==> src/rtl/ram_tile_seq.sv <==
// Burst sequencer between a row-wide RAM tile and valid/ready streams.
// A command moves cmd_len rows starting at cmd_base, wrapping at the top of the address space.
module ram_tile_seq #(
    parameter int BIT_WIDTH     = 32,
    parameter int RAM_WIDTH     = 4,
    parameter int RAM_ADDR_BITS = 10,
    parameter int LEN_BITS      = 11
) (
    input  logic                           clock,
    input  logic                           reset_n,
    input  logic                           cmd_valid,
    output logic                           cmd_ready,
    input  logic                           cmd_write,
    input  logic [RAM_ADDR_BITS-1:0]       cmd_base,
    input  logic [LEN_BITS-1:0]            cmd_len,
    input  logic                           wr_valid,
    output logic                           wr_ready,
    input  logic [BIT_WIDTH*RAM_WIDTH-1:0] wr_data,
    output logic                           rd_valid,
    input  logic                           rd_ready,
    output logic [BIT_WIDTH*RAM_WIDTH-1:0] rd_data,
    output logic                           busy,
    output logic                           done,
    output logic [RAM_ADDR_BITS-1:0]       ram_rdaddress,
    output logic [RAM_ADDR_BITS-1:0]       ram_wraddress,
    output logic                           ram_wren,
    output logic [BIT_WIDTH*RAM_WIDTH-1:0] ram_data,
    input  logic [BIT_WIDTH*RAM_WIDTH-1:0] ram_q
);

    localparam int DW = BIT_WIDTH * RAM_WIDTH;

    localparam logic [1:0] IDLE  = 2'd0;
    localparam logic [1:0] READ  = 2'd1;
    localparam logic [1:0] WRITE = 2'd2;
    localparam logic [1:0] DONE  = 2'd3;

    logic [1:0]               state_q, state_d;
    logic [RAM_ADDR_BITS-1:0] ptr_q, ptr_d;
    logic [LEN_BITS-1:0]      cnt_q, cnt_d;
    logic                     rd_valid_q, rd_valid_d;
    logic [DW-1:0]            rd_data_q, rd_data_d;
    logic                     fetch;

    // The output register refills whenever it is empty or being drained this cycle.
    assign fetch = (state_q == READ) && (!rd_valid_q || rd_ready) && (cnt_q != '0);

    always_comb begin
        state_d    = state_q;
        ptr_d      = ptr_q;
        cnt_d      = cnt_q;
        rd_valid_d = rd_valid_q;
        rd_data_d  = rd_data_q;
        case (state_q)
            IDLE: begin
                if (cmd_valid) begin
                    ptr_d = cmd_base;
                    cnt_d = cmd_len;
                    if (cmd_len == '0) begin
                        state_d = DONE;
                    end else if (cmd_write) begin
                        state_d = WRITE;
                    end else begin
                        state_d = READ;
                    end
                end
            end
            WRITE: begin
                if (wr_valid) begin
                    ptr_d = ptr_q + RAM_ADDR_BITS'(1);
                    cnt_d = cnt_q - LEN_BITS'(1);
                    if (cnt_q == LEN_BITS'(1)) begin
                        state_d = DONE;
                    end
                end
            end
            READ: begin
                if (rd_valid_q && rd_ready) begin
                    rd_valid_d = 1'b0;
                    if (cnt_q == '0) begin
                        state_d = DONE;
                    end
                end
                if (fetch) begin
                    rd_valid_d = 1'b1;
                    rd_data_d  = ram_q;
                    ptr_d      = ptr_q + RAM_ADDR_BITS'(1);
                    cnt_d      = cnt_q - LEN_BITS'(1);
                end
            end
            DONE: begin
                state_d = IDLE;
            end
            default: begin
                state_d = IDLE;
            end
        endcase
    end

    always_ff @(posedge clock or negedge reset_n) begin
        if (!reset_n) begin
            state_q    <= IDLE;
            ptr_q      <= '0;
            cnt_q      <= '0;
            rd_valid_q <= 1'b0;
            rd_data_q  <= '0;
        end else begin
            state_q    <= state_d;
            ptr_q      <= ptr_d;
            cnt_q      <= cnt_d;
            rd_valid_q <= rd_valid_d;
            rd_data_q  <= rd_data_d;
        end
    end

    // Write data passes straight through so a beat lands in the RAM in its handshake cycle.
    assign cmd_ready     = (state_q == IDLE);
    assign wr_ready      = (state_q == WRITE);
    assign ram_wren      = wr_ready && wr_valid;
    assign ram_data      = wr_data;
    assign ram_rdaddress = ptr_q;
    assign ram_wraddress = ptr_q;
    assign rd_valid      = rd_valid_q;
    assign rd_data       = rd_data_q;
    assign busy          = (state_q != IDLE);
    assign done          = (state_q == DONE);

endmodule

==> config.mk <==
export PLATFORM = sky130hd
export DESIGN_NAME = ram_tile_seq
export DESIGN_NICKNAME = d
export VERILOG_FILES = /design/src/rtl/ram_tile_seq.sv
export SDC_FILE = /design/constraint.sdc
export NUM_CORES = 1
export LEC_CHECK = 0
export CAP_MARGIN = 0
export CORE_AREA = 2 2 221 223
export DETAILED_ROUTE_END_ITERATION = 6
export DIE_AREA = 0 0 223 225
export PLACE_DENSITY = 0.55
export SLEW_MARGIN = 20
export SYNTH_ARGS = -nofsm -noshare
export SYNTH_HDL_FRONTEND = slang
export SYNTH_SLANG_ARGS = --single-unit
==> constraint.sdc <==
create_clock -name clock -period 2.8 [get_ports clock]
set_clock_uncertainty 0.15 [all_clocks]
set_input_delay 0.42 -clock clock [delete_from_list [all_inputs] [get_ports clock]]
set_output_delay 0.42 -clock clock [all_outputs]
set_load 0.01 [all_outputs]
==> metrics.cfg <==
[outcome]
outcome = finished clean

[global_routing]
grt_start_max_net_pins = 55
globalRoute.totalOverflow = 0
grt_pass1_vias = 5556
grt_usage_pct = 9.52
grt_pass1_wl_mm = 35.1
grt_antenna_before_repair = 0

[worst_setup_path]
cp_top_family = buffers and inverters
cpMostUsedCell = inv_1
crit_start = state_q[0]
cp.arrival_ns = 1.94
crit_chain = inv_1 -> ha_1 -> buf_4 -> inv_1 -> clkdlybuf4s50_1
cp.depth = 5
reg2reg_depth = 8
crit_path_end_kind = output pin
worstSetupStartpointType = register
critPathMaxFanout = 5
critical_path_class = reg2out
crit_path_top_delay_cell = clkdlybuf4s50_1
crit_required_ns = 2.23
crit_buf_inv = 4
r2r_start = cnt_q[0]
slowest_delay_ns = 0.54

[yosys]
synthTopCellsByArea = dfrtp_1 50%, mux2_2 19%, buf_4 14%
syn_nets = 908
yosysWarningCount = 0
ys.flop_type = dfrtp_1
synth-edff-count = 0
synth_area_leader_cell = dfrtp_1
synth.most_common_cell = dfrtp_1
ys_seq_elements = 152
synth_top_area_share_pct = 49.7
ys_seq_area_share_pct = 49.7
netlist_top_cells_count = 152 x dfrtp_1, 143 x buf_4, 130 x mux2_2
ys_types = 41
postSynthAreaPerCell_um2 = 12.4
async_flop_share_pct = 100
netlist_area_um2 = 7650
syn-instance-count = 618

[cts]
path_clk_slew_ns = 0.07
cts_inserted_buffers = 17
tritoncts = done
cts_setup_buffers = 0
hold_buffers = 1
cts_sinks = 152
htree_levels = 4
cts_resized = 0
clockRootBuffer = clkbuf_16
cts_buffer_depth = 2
clock_latency_ns = 0.47

[placement]
port_buffers = 308
hpwlAfterDp_mm = 18.5
place_ws_ns = 0.172
place.gp.congestion = 0.747

[route]
met2_length_mm = 11.5
drtPass1Iterations = 4
via_per_inst = 3.73
vias = 5332
drt_iter0_markers = 222
drc = 0
wirelength_mm = 24.0
routedWlPerCell_um = 16.8
top_layer = met5
m1WireLength_mm = 9.15
antenna_left = 0
wl_met3_mm = 2.37

[floorplanning]
die-area_um2 = 50200
coreArea_um2 = 47500
pin_count = 565
fp-row-count = 80
fp.dieW_um = 223
die_height_um = 225
start_util_pct = 16.1

[cells_and_area]
drive_above_1_share_pct = 24.2
nets = 1090
antenna_cells = 0
n_fill_cell = 5076
area_growth_pct = 45.6

[sta]
fin_crit_sh_pct = 89.7
hold_viol = 0
finalWorstSetupSlack_ns = 0.290
rsz0062_at_grt = false
tightest_slew_ns = 0.521
max_freq_ghz = 0.398
drv_slew = 0
setup_viol = 0
finalSetupTns_ns = 0
maxSlewHeadroom_pct = 65.3
period_needed_ns = 2.51

[pwr]
power_frac_comb_pct = 50.2
p_int_uw = 8830
ir_worst_vdd_mv = 0.377
leakage_uw = 0.00444
sequentialPowerShare_pct = 30.8
p_sw_uw = 4530
p_per_area_nw_per_um2 = 1200
clockPowerShare_pct = 18.9
swShare_pct = 33.9

[worst_hold_path]
hold_path.class = in2async

[job]
cap_viol_max_count = 0

==> state kept, by name, summed over array words and instances (netlist names) <==
signal / cells
rd_valid: 1
cnt_q: 11
ram_rdaddress: 10
rd_data: 128
state_q: 2
==> worst paths after layout <==
kind                                    end  slack, ns
max in group asynchronous       rd_data[77]       1.46
worst max-delay path                   busy       0.29
min in group clock              rd_data[96]       0.35
worst min register to register  rd_data[96]       0.35
worst max register to register  rd_data[64]       0.30
worst min-delay path            rd_data[31]       0.35
==> per-stage QoR <==
| stage | cell area, µm² | total power, µW | utilization (%) | std cells | hold slack [ns] |
|---|---|---|---|---|---|
| global route | 11100 | 14200 | 23.4 | 1428 | 0.363 |
| CTS | 11100 | 13600 | 23.4 | 1428 | 0.313 |
| finish | 11100 | 13400 | 23.4 | 1428 | 0.352 |
| global placement | 10500 | 10900 | 22.1 | 1395 | 0.287 |
| detailed placement | 10500 | 11000 | 22.1 | 1395 | 0.281 |
| floorplan | 7650 | 7870 | - | 618 | -0.0256 |
==> area by class of cell <==
cell class	count	area [µm²]	share of cell area, %
sequential	152	3800	34.2
timing repair buffer	334	3360	30.2
multi-input combinational	272	2490	22.4
tap	615	769	6.91
clock buffer	20	437	3.92
clock inverter	12	191	1.72
inverter	23	86.3	0.775
==> power groups by stage <==
stage	clock [µW]	sequential (µW)	combinational, µW
finish	2530	4120	6710
global route	2720	4310	7210
CTS	2650	4140	6810
detailed placement	0	4180	6790
global placement	0	4130	6720
floorplan	0	4500	3370
==> cell usage in the layout (no fill, tap or decap), types with 7 or more instances in the layout <==
cell type	netlist	routed
inv_1	23	23
mux2_2	130	130
nand2_1	10	10
clkbuf_16	0	17
o21ai_0	10	9
dfrtp_1	152	152
clkdlybuf4s50_1	0	307
nor4_1	17	17
buf_4	143	19
ha_1	7	7
o31ai_1	15	15
a221oi_1	14	14
==> logic make-up (layout without fill, tap and decap cells) <==
group | count (synthesis) | in the layout | synth area share, %
multiplexers | 132 | 132 | 19.4
AND/OR/NAND/NOR | 72 | 72 | 5.68
buffers and inverters | 194 | 389 | 17.9
AO/OA/AOI/OAI | 61 | 61 | 6.17
adder cells (fa/ha/maj) | 7 | 7 | 1.15
flip-flops | 152 | 152 | 49.7
==> routing by layer <==
metal,track usage (%),up-vias
met4,5.93,4
met3,4.64,78
met2,15.2,300
li1,-,2409
met1,10.1,2541
met5,0.489,-
Note: power is estimated with default switching activity, not from simulation.
